==> src/rtl/idct_recon_pkg.sv <==
// Types shared by IDCT_1D, the dequantiser and the reconstruction stage.
package idct_pkg;

  localparam int COEF_W = 16;

  typedef logic signed [COEF_W-1:0] coef_t;

  typedef enum logic [1:0] {
    IDLE,
    PROC,
    DONE
  } recon_state_t;

endpackage

==> src/rtl/idct_recon_sample.sv <==
// Combinational round/shift, prediction add and clip for one reconstructed sample.
module idct_recon_sample
  import idct_pkg::*;
#(
  parameter int BIT_DEPTH = 8,
  parameter int SHIFT     = 0
) (
  input  coef_t                y,
  input  logic [BIT_DEPTH-1:0] pred,
  output logic [BIT_DEPTH-1:0] pixel,
  output logic                 clipped
);

  localparam logic signed [17:0] PIX_MAX = 18'((2 ** BIT_DEPTH) - 1);

  logic signed [16:0] r;
  logic signed [17:0] s;

  generate
    if (SHIFT > 0) begin : g_round
      // Round half up, then arithmetic shift: floor((y + 2^(SHIFT-1)) / 2^SHIFT).
      assign r = (17'(y) + 17'(2 ** (SHIFT - 1))) >>> SHIFT;
    end else begin : g_pass
      assign r = 17'(y);
    end
  endgenerate

  assign s = 18'(r) + $signed(18'(pred));

  always_comb begin
    clipped = 1'b0;
    pixel   = s[BIT_DEPTH-1:0];
    if (s < 0) begin
      clipped = 1'b1;
      pixel   = '0;
    end else if (s > PIX_MAX) begin
      clipped = 1'b1;
      pixel   = '1;
    end
  end

endmodule

==> src/rtl/idct_recon.sv <==
// Reconstruction stage: snapshots a residual/prediction block and writes one clipped row per cycle.
module idct_recon
  import idct_pkg::*;
#(
  parameter int N         = 4,
  parameter int BIT_DEPTH = 8,
  parameter int SHIFT     = 0
) (
  input  logic                                 clk,
  input  logic                                 reset,
  input  logic                                 start,
  input  coef_t [N-1:0][N-1:0]                 y,
  input  logic  [N-1:0][N-1:0][BIT_DEPTH-1:0]  pred,
  output logic  [N-1:0][N-1:0][BIT_DEPTH-1:0]  rec,
  output logic                                 busy,
  output logic                                 done,
  output logic  [$clog2(N*N+1)-1:0]            clip_count
);

  localparam int RW = (N > 1) ? $clog2(N) : 1;
  localparam int CW = $clog2(N * N + 1);

  recon_state_t state, state_next;

  logic [RW-1:0]                          row_cnt;
  logic                                   last_row;
  coef_t [N-1:0][N-1:0]                   y_q;
  logic  [N-1:0][N-1:0][BIT_DEPTH-1:0]    pred_q;
  logic  [CW-1:0]                         clip_run;

  logic [N-1:0][BIT_DEPTH-1:0] row_pix;
  logic [N-1:0]                row_clip;
  logic [CW-1:0]               row_clips;

  assign last_row = (row_cnt == RW'(N - 1));

  generate
    for (genvar c = 0; c < N; c++) begin : g_col
      idct_recon_sample #(
        .BIT_DEPTH (BIT_DEPTH),
        .SHIFT     (SHIFT)
      ) u_sample (
        .y       (y_q[row_cnt][c]),
        .pred    (pred_q[row_cnt][c]),
        .pixel   (row_pix[c]),
        .clipped (row_clip[c])
      );
    end
  endgenerate

  always_comb begin
    row_clips = '0;
    for (int unsigned c = 0; c < N; c++) begin
      row_clips = row_clips + CW'(row_clip[c]);
    end
  end

  always_ff @(posedge clk) begin
    if (reset) begin
      state <= IDLE;
    end else begin
      state <= state_next;
    end
  end

  always_comb begin
    state_next = state;
    busy       = (state != IDLE);
    done       = (state == DONE);
    case (state)
      IDLE:    if (start) state_next = PROC;
      PROC:    if (last_row) state_next = DONE;
      DONE:    state_next = IDLE;
      default: state_next = IDLE;
    endcase
  end

  always_ff @(posedge clk) begin
    if (reset) begin
      row_cnt    <= '0;
      y_q        <= '0;
      pred_q     <= '0;
      rec        <= '0;
      clip_run   <= '0;
      clip_count <= '0;
    end else begin
      case (state)
        IDLE: begin
          if (start) begin
            y_q      <= y;
            pred_q   <= pred;
            row_cnt  <= '0;
            clip_run <= '0;
          end
        end
        PROC: begin
          rec[row_cnt] <= row_pix;
          row_cnt      <= row_cnt + RW'(1);
          clip_run     <= clip_run + row_clips;
          // Publish the block total together with the final row write.
          if (last_row) begin
            clip_count <= clip_run + row_clips;
          end
        end
        default: ;
      endcase
    end
  end

endmodule

==> config.mk <==
export PLATFORM = sky130hd
export DESIGN_NAME = idct_recon
export DESIGN_NICKNAME = d
export VERILOG_FILES = /design/src/rtl/idct_recon_pkg.sv /design/src/rtl/idct_recon_sample.sv /design/src/rtl/idct_recon.sv
export SDC_FILE = /design/constraint.sdc
export NUM_CORES = 1
export LEC_CHECK = 0
export BUFFER_PORTS_ARGS = -buffer_cell sky130_fd_sc_hd__buf_2
export CORE_MARGIN = 2
export CORE_UTILIZATION = 29
export CTS_CLUSTER_DIAMETER = 60
export DETAILED_ROUTE_END_ITERATION = 16
export PLACE_DENSITY = 0.46
export RECOVER_POWER = 25
export SETUP_SLACK_MARGIN = 0.3
export SLEW_MARGIN = 15
export SYNTH_ARGS = -nofsm -noshare
export SYNTH_HDL_FRONTEND = slang
export SYNTH_SLANG_ARGS = --single-unit
==> constraint.sdc <==
create_clock -name clk -period 5.9 [get_ports clk]
set_input_delay 0.59 -clock clk [delete_from_list [all_inputs] [get_ports clk]]
set_output_delay 0.59 -clock clk [all_outputs]
set_load 0.1 [all_outputs]
Word level (Yosys, flattened, before mapping) --
Cells that the tools add are included.
Cells by class: add/subtract/negate cells 9, $lt $le $gt $ge 10, equality and inequality tests 5, muxes and demuxes 30, reductions and logical operators 8
Operators with widths (count):
- 64-bit binary-select mux with 2-bit select | 1
- 128-bit bitwise mux | 1
- 16-bit by 9-bit adder with 17-bit output | 4
- 17-bit by 9-bit greater-than comparator with 1-bit output (second input constant) | 4
- 17-bit by 1-bit less-than comparator with 1-bit output (second input constant) | 4
- 32-bit binary-select mux with 2-bit select | 1
- 32-bit demux with 2-bit select | 1
- 32-bit two-way mux | 2
- 64-bit two-way mux | 1
- 8-bit two-way mux | 8
- 5-bit one-hot mux with 2 select lines | 1
- 1-bit two-way mux | 8
- 2-bit one-hot mux with 2 select lines | 2
- 2-bit AND reduction | 4
- 2-bit two-way mux | 3
- 5-bit by 4-bit adder with 5-bit output | 1
- 5-bit two-way mux | 1
- 3-bit by 1-bit adder with 4-bit output | 1
- 2-bit == test (second input constant) | 2
- 2-bit inequality test (second input constant) | 2
- 2-bit nonzero test | 2
- 2-bit by 1-bit adder with 3-bit output | 1
- 2-bit by 3-bit less-than comparator with 1-bit output (second input constant) | 1
- 1-bit by 1-bit adder with 2-bit output | 1
- other kinds (5) | 5
Word-level totals: bits in registers 526, bits of input ports 387, output and inout port bits 135, logic and storage cells 114

Logic depth before layout (Yosys ltp) --
Gate-level depths: netlist (run 1).
depth in word-level cells 11, depth in mapped cells 28, depth with buffers taken out 19

By module --
A second synthesis (run 1) with hierarchy kept.
Unflattened totals: cells, all modules 2789, area, all modules 23279.8 um^2
By module, submodules not included:
- idct_recon | times used 1, cells an instance 2430, area an instance 20711.1 um^2, sequential area each 10530.1 um^2
- idct_recon_sample at g_col[0].u_sample ... | times used 2, cells an instance 99, area an instance 668.1 um^2, sequential area each 0.0 um^2
- idct_recon_sample at g_col[3].u_sample | times used 1, cells an instance 82, area an instance 629.4 um^2, sequential area each 0.0 um^2
- idct_recon_sample at g_col[2].u_sample | times used 1, cells an instance 79, area an instance 603.1 um^2, sequential area each 0.0 um^2

Least setup slack after synthesis (run 1) --
Ideal clock, no wire load.
path type register to register, from register row_cnt[1], to register clip_run[4], library setup time 0.128 ns, arrival time 6.171 ns, data required time 5.772 ns, path slack -0.399 ns, stages on the path, launching flop included 27, path buffers 9, clock period less this slack 6.299 ns, cells stage by stage dfxtp_1 buf_6 buf_12 buf_12 buf_2 buf_1 clkbuf_1 buf_2 mux4_2 ha_1 o21ai_0 o21ai_0 a41o_1 a311o_1 a222oi_1 and2_1 buf_2 buf_2 fa_1 fa_1 inv_1 fa_1 nand3_1 xor2_1 nor2_1 a31oi_1 nor2_1
Between the ends: longest elaborated chain between the ends 11, elaborated cells on any way between the ends 29, classes of those cells add/sub: 8; order compare: 8; mux: 13
Ends and longest elaborated chain:
- from (decl) | line idct_recon.sv:25 | logic [RW-1:0] row_cnt;
- from (signal assigned) | line idct_recon.sv:98 | row_cnt <= row_cnt + RW'(1);
- 64-bit binary-select mux with 2-bit select or 32-bit binary-select mux with 2-bit select (tied branches) | line idct_recon.sv:43, idct_recon.sv:44
- 64-bit two-way mux (implied by the code) or 32-bit two-way mux (tied branches) | line idct_recon.sv:43, idct_recon.sv:44
- 16-bit by 9-bit adder with 17-bit output | line idct_recon_sample.sv:28 | assign s = 18'(r) + $signed(18'(pred));
- 17-bit by 9-bit greater-than comparator with 1-bit output | line idct_recon_sample.sv:36 | end else if (s > PIX_MAX) begin
- 1-bit two-way mux | line idct_recon_sample.sv:36
- 1-bit two-way mux | line idct_recon_sample.sv:33 | if (s < 0) begin
- 1-bit by 1-bit adder with 2-bit output | line idct_recon.sv:54 | row_clips = row_clips + CW'(row_clip[c]);
- 2-bit by 1-bit adder with 3-bit output | line idct_recon.sv:54
- 3-bit by 1-bit adder with 4-bit output * | line idct_recon.sv:54
- 5-bit by 4-bit adder with 5-bit output * | line idct_recon.sv:99 | clip_run <= clip_run + row_clips;
- 5-bit one-hot mux with 2 select lines * | line idct_recon.sv:87 | case (state)
- to (signal assigned) | line idct_recon.sv:99
- to (decl) | line idct_recon.sv:29 | logic [CW-1:0] clip_run;
Every way passes the cells marked *; elsewhere a longest branch is shown, timed or not. The select of a mux whose other input is x is not followed. A chain may end at the register's enable or synchronous reset.

Final worst setup path (run 1) --
from register row_cnt[0], to register clip_run[4]
The elaborated chain is that of the path after synthesis.

==> results.sh, run 1 <==
export IMPL_drt_wirelength_per_cell_um=22.1
export IMPL_grt_pass1_wl_um=136000
export IMPL_cp_cell_sequence="buf_12, buf_12, clkbuf_1, mux4_2, ha_1, nor3_1, nand3_1, a2111oi_0, nor3_2, nor3_1, fa_1, inv_1, fa_1, nand3_1, xor2_1, nor2_1, a31oi_1, nor2_1"
export IMPL_placed_area_um2=26700
export IMPL_cts_inserted_buffers=66
export IMPL_ys_flop_type="dfxtp_1"
export IMPL_die_area_um2=82400
export IMPL_cts_root_buf="clkbuf_16"
export IMPL_initial_core_util_pct=29.3
export IMPL_die_h_um=287
export IMPL_firstDrtPassIters=5
export IMPL_gp_congestion=0.876
export IMPL_crit_arrival_ns=5.80
export IMPL_min_period_over_period_pct=90.6
export IMPL_syn_area_um2=23200
export IMPL_num_rows=103
export IMPL_grt_ovfl_total=0
export IMPL_final_common_cell="nand2_1"
export IMPL_vias=21666
export IMPL_status="finished with violations"
export IMPL_r2r_cells=18
export IMPL_crit_required_ns=6.35
export IMPL_cpLargestDelayFamily="simple AND/OR/NAND/NOR gates"
export IMPL_fillers=8412
export IMPL_layout_drive_gt1_share_pct=20.4
export IMPL_drv_slew=61
export IMPL_ant_nets=0
export IMPL_antenna_found_initial=12
export IMPL_synth_edf_count=0
export IMPL_cp_end_kind="flop"
export IMPL_fin_skew_ns=0.0227
export IMPL_cpMaxStageDelayCell="a2111oi_0"
export IMPL_cts_tree="built"
export IMPL_min_path_type="input pin to flop"
export IMPL_insertion_delay_ns=0.60
export IMPL_dp_slack_ns=0.422
export IMPL_seq_area_um2=10500
export IMPL_yosysWarnings=0
export IMPL_critPathBufInv=4
export IMPL_dp_hpwl_um=70700
export IMPL_tns_ns=0
export IMPL_area_growth_pct=23.7
export IMPL_yosysSeqAreaShare_pct=45.3
export IMPL_coreArea_um2=79100
export IMPL_synth_cells=2713
export IMPL_synth_top_area_share_pct=45.3
export IMPL_crit_type="flop to flop"
export IMPL_htree_levels=3
export IMPL_holdBufCountCts=0
export IMPL_die_x_um=287
export IMPL_violations="max-capacitance violations, max-slew violations"
export IMPL_netlist_top_cells_area="dfxtp_1, nand2_1, a21oi_1, mux4_2, clkbuf_1"
export IMPL_holdPathStages=3
export IMPL_first_global_vias=21520
export IMPL_setup_viol=0
export IMPL_critical_path_depth=18
export IMPL_layout_common_cells="nand2_1, dfxtp_1, a21oi_1"
export IMPL_worstMarginPinSlew_ns=2.18
export IMPL_power_density_nw_per_um2=333
export IMPL_fin_nets=3570
export IMPL_fmax_mhz=187
export IMPL_timing_final_ws_setup_ns=0.553
export IMPL_critPathMaxFanout=37
export IMPL_synthDistinctLibCells=68
export IMPL_totalWireLength_um=93700
export IMPL_syn_nets=3144
export IMPL_p_leak_uw=0.0114
export IMPL_syn_area_per_cell_um2=8.56
export IMPL_path_clk_slew_ns=0.06
export IMPL_cp_start_kind="flop"
export IMPL_synth_seq_cells=526
export IMPL_period_needed_ns=5.35
export IMPL_io_buffers=521
export IMPL_cap_violations=1
export IMPL_synth_top_area_cell="dfxtp_1"
export IMPL_multi_input_area_um2=11700
export IMPL_relSlewSlack_pct=-45.7
export IMPL_crit_path_max_incr_delay_ns=0.56
export IMPL_rsz0062_at_grt="false"
export IMPL_grt_usage_pct=22.0
export IMPL_pin_count=522
export IMPL_ir_drop_mv=0.190
export IMPL_final_hold_viol_count=0
export IMPL_vias_per_cell=5.11
export IMPL_cts_buffer_depth=3
export IMPL_clock_sinks=526
export IMPL_drc=0
export IMPL_drtIter0Drc=1671
export IMPL_synthArstFlopShare_pct=0
export IMPL_grt_start_max_net_pins=224
export IMPL_design_area_um2=28700
## what timing repair did
item,in CTS,in global routing
hold endpoints to repair,0,0
buffers inserted,0,7
setup endpoints to repair,0,3
resized for setup,0,6
## report_power, final
part / internal [uW] / leakage, uW / switching, uW
Clock: 2370 / 0.00103 / 1570
Sequential: 3770 / 0.00431 / 128
Combinational: 500 / 0.00604 / 1230
Total: 6640 / 0.0114 / 2930
## kinds of logic after synthesis
family                     count (synthesis)  synth area share (%)
and+or+nand+nor                         1100                  19.6
AOI/OAI and AO/OA                        675                  17.3
xor gates and xnor gates                  29                  1.09
muxes                                     99                  9.70
adders and majority gates                 44                  2.60
DFF                                      526                  45.3
buffers and inverters                    240                  4.35
## registers in the layout, indices dropped and copies added, names as in the netlist
| register | count |
|---|---|
| y_q | 256 |
| rec | 128 |
| clip_run | 5 |
| row_cnt | 2 |
| state | 2 |
| pred_q | 128 |
| clip_count | 5 |
## metal layers
layer / up-vias / GRT usage [%] / share of wire, %
met5: - / 0 / 0.027
met4: 4 / 7.29 / 3.5
met3: 150 / 3.33 / 5.6
met2: 681 / 36.9 / 47
met1: 10486 / 28.9 / 43
li1: 10345 / - / -
## cells in the mapped netlist, drive strengths merged (28+ instances only)
cell / instances
nand3: 69
and3: 46
nor2: 41
clkbuf: 172
a21oi: 419
dfxtp: 526
mux4: 96
buf: 37
nor3: 34
inv: 28
o21ai: 48
nand2: 845
ha: 37
a31oi: 72
o31ai: 38
## worst register-to-register path: stages, from the launching register on
cell,delay [ns]
dfxtp_4,0.44
buf_12,0.21
buf_12,0.29
clkbuf_1,0.57
mux4_2,0.43
ha_1,0.25
nor3_1,0.32
nand3_1,0.19
a2111oi_0,0.56
nor3_2,0.21
nor3_1,0.36
fa_1,0.28
inv_1,0.06
fa_1,0.43
nand3_1,0.13
xor2_1,0.20
nor2_1,0.06
a31oi_1,0.16
nor2_1,0.07
## path summary, 6_finish.rpt
| kind | from | end | slack [ns] |
|---|---|---|---|
| max reg2reg | row_cnt[0] | clip_run[4] | 0.55 |
| max | row_cnt[0] | clip_run[4] | 0.55 |
| min | y[242] | y_q[242] | 0.23 |
| min reg2reg | y_q[30] | y_q[30] | 0.45 |
## stage by stage
stage          hold slack, ns  instances  utilization, %  total power (uW)
4_1_cts                 0.200       4226            36.4              9670
2_1_floorplan           0.432       2713               -              5080
5_1_grt                 0.219       4236            36.3              9960
3_3_place_gp            0.440       4113            33.7              5680
3_5_place_dp            0.444       4113            33.7              5710
6_report                0.233       4241            36.3              9570
## final cells by class
cell class / count / share of cell area, %
multi-input combinational: 1947 / 40.8
sequential: 526 / 36.7
timing repair buffer: 570 / 10.3
clock buffer: 95 / 6.63
tap: 1050 / 4.57
clock inverter: 18 / 0.657
inverter: 28 / 0.366
antenna: 7 / 0.0610
Power figures use the tool's default switching activity.
==> run 2: changes to the inputs <==
--- a/config.mk
+++ b/config.mk
@@ -5,6 +5,7 @@
 export SDC_FILE = /design/constraint.sdc
 export NUM_CORES = 1
 export LEC_CHECK = 0
+export ABC_CLOCK_PERIOD_IN_PS = 4400
 export BUFFER_PORTS_ARGS = -buffer_cell sky130_fd_sc_hd__buf_2
 export CORE_MARGIN = 2
 export CORE_UTILIZATION = 29
==> constraint.sdc (replaced) <==
create_clock -name clk -period 4.4 [get_ports clk]
set_input_delay 0.44 -clock clk [delete_from_list [all_inputs] [get_ports clk]]
set_output_delay 0.44 -clock clk [all_outputs]
set_load 0.1 [all_outputs]
==> run 2 against run 1 <==
Compared with the run above: final area is 4.8% higher; final cell count is 2.9% higher; power is 39% higher; maximum frequency is 16% higher; utilization is 1.7 points higher; critical path type unchanged; the run ends with negative setup slack left; critical path depth is 2 higher; non-clock buffer count is 117 higher; worst hold slack worse by 0.16 ns; sequential share of layout area is 1.7 points lower; via count is 2.6% higher; combinational power is 48% higher; largest power group unchanged; setup slack worse by 0.77 ns.
==> results.sh, run 2 (synthesized netlist as in run 1, its figures left out) <==
export IMPL_path_clk_slew_ns=0.06
export IMPL_final_hold_viol_count=0
export IMPL_ir_drop_mv=0.234
export IMPL_antenna_found_initial=26
export IMPL_cap_violations=0
export IMPL_reg_largest_list="y_q: 256 flops, pred_q: 128 flops, rec: 128 flops"
export IMPL_power_density_nw_per_um2=443
export IMPL_crit_type="flop to flop"
export IMPL_coreArea_um2=79100
export IMPL_cts_tree="built"
export IMPL_clock_power_share_pct=41.6
export IMPL_cp_start_kind="flop"
export IMPL_design_area_um2=30100
export IMPL_grt_pass1_wl_um=137000
export IMPL_cp_end_kind="flop"
export IMPL_firstDrtPassIters=8
export IMPL_ant_nets=0
export IMPL_p_seq_share_pct=39.2
export IMPL_first_global_vias=21975
export IMPL_cts_buffer_depth=3
export IMPL_min_path_type="input pin to flop"
export IMPL_cpMaxStageDelayCell="mux4_2"
export IMPL_insertion_delay_ns=0.60
export IMPL_largest_register_ffs=256
export IMPL_fin_nets=3687
export IMPL_grt_ovfl_total=0
export IMPL_min_period_over_period_pct=105
export IMPL_die_area_um2=82400
export IMPL_relSlewSlack_pct=12.5
export IMPL_htree_levels=3
export IMPL_rsz0062_at_grt="true"
export IMPL_layout_common_cells="nand2_1, dfxtp_1, a21oi_1"
export IMPL_placed_area_um2=27700
export IMPL_grt_start_max_net_pins=227
export IMPL_initial_core_util_pct=29.3
export IMPL_vias_per_cell=5.09
export IMPL_die_x_um=287
export IMPL_p_comb_share_pct=19.2
export IMPL_status="finished with violations"
export IMPL_cts_root_buf="clkbuf_16"
export IMPL_holdBufCountCts=0
export IMPL_fmax_mhz=217
export IMPL_final_common_cell="nand2_1"
export IMPL_cts_inserted_buffers=66
export IMPL_period_needed_ns=4.62
export IMPL_critPathMaxFanout=6
export IMPL_switching_share_pct=30.2
export IMPL_p_switching_uw=4030
export IMPL_die_h_um=287
export IMPL_gp_congestion=0.858
export IMPL_dp_hpwl_um=71900
export IMPL_power_internal_uw=9310
export IMPL_clock_sinks=526
export IMPL_num_rows=103
export IMPL_vias=22231
export IMPL_fin_skew_ns=0.0196
export IMPL_pin_count=522
export IMPL_drt_wirelength_per_cell_um=21.7
export IMPL_tns_ns=-0.984
export IMPL_io_buffers=521
export IMPL_violations="negative setup slack"
export IMPL_setup_viol=8
export IMPL_worstMarginPinSlew_ns=1.32
export IMPL_crit_required_ns=4.87
export IMPL_timing_final_ws_setup_ns=-0.216
export IMPL_crit_path_max_incr_delay_ns=0.58
export IMPL_drc=0
export IMPL_layout_drive_gt1_share_pct=24.4
export IMPL_totalWireLength_um=94600
export IMPL_p_leak_uw=0.0121
export IMPL_drtIter0Drc=1545
export IMPL_drv_slew=0
export IMPL_area_growth_pct=29.7
export IMPL_grt_usage_pct=22.2
export IMPL_top_register="y_q"
export IMPL_cp_cell_sequence="buf_12, buf_12, mux4_2, ha_1, o21ai_0, nand2b_1, a31oi_2, buf_4, xnor2_2, a2bb2oi_4, nor3_4, fa_1, fa_2, inv_2, fa_2, nand3_2, xor2_2, nor2_1, a31oi_1, nor2_1"
export IMPL_crit_arrival_ns=5.08
## run 2: cell count changes in the layout (fill, tap and decap cells not counted), moves of 5 or more
cell      change
buf_4       +107
ha_1          -8
ha_4          +8
buf_12        +6
buf_6         +6
o21ai_0       -6
clkbuf_8      +5
fa_1          -5
fa_2          +5
## run 2: area by class of cell
class	instances	area [um2]
fill	8248	49000
multi-input combinational	1947	12000
sequential	526	10500
timing repair buffer	687	3910
clock buffer	98	2010
tap	1050	1310
clock inverter	18	224
inverter	28	105
antenna	11	27.5
## run 2: worst paths after layout
path / startpoint / endpoint / slack (ns) / cells past startpoint
min: y[125] / y_q[125] / 0.07 / 3
max reg2reg: row_cnt[0] / clip_run[4] / -0.22 / 20
min reg2reg: y_q[27] / y_q[27] / 0.45 / 2
max: row_cnt[0] / clip_run[4] / -0.22 / 20
## run 2: critical path, delay by kind of cell, from the launching register on
family | cells | cell delay (ns)
fa+ha+maj | 4 | 1.41
flops | 1 | 0.39
xor+xnor | 2 | 0.23
mux | 1 | 0.58
buf+inv | 4 | 0.52
simple gates | 5 | 0.52
compound gates | 4 | 0.81
## run 2: per-layer routing
metal / track usage (%) / share of wire [%]
met3: 4.79 / 6.9
met2: 38.0 / 49
met1: 28.1 / 42
met4: 6.00 / 2.5
met5: 0 / 0.17
## run 2: timing repair
action,in CTS,in global routing
cloned,1,0
pin swaps,19,5
resized for setup,20,21
endpoints found under the setup margin,10,38
buffers inserted,6,1
## run 2: power by group through the flow
stage               clock network [uW]  registers (uW)  logic, uW
floorplan                            0            5690       1150
global placement                     0            5320       2470
detailed placement                   0            5320       2510
CTS                               5670            5220       2570
global route                      5870            5250       2750
finish                            5560            5220       2560
## run 2: metrics by stage
step,setup slack (ns),util (%),hold slack (ns),std cells,power (uW)
global route,-0.478,38.0,0.0637,4355,13900
detailed placement,-0.417,35.0,0.442,4230,7830
finish,-0.216,38.1,0.0725,4365,13300
floorplan,-0.739,-,0.432,2713,6840
CTS,-0.233,38.1,0.0388,4353,13500
global placement,-0.444,35.0,0.439,4230,7790
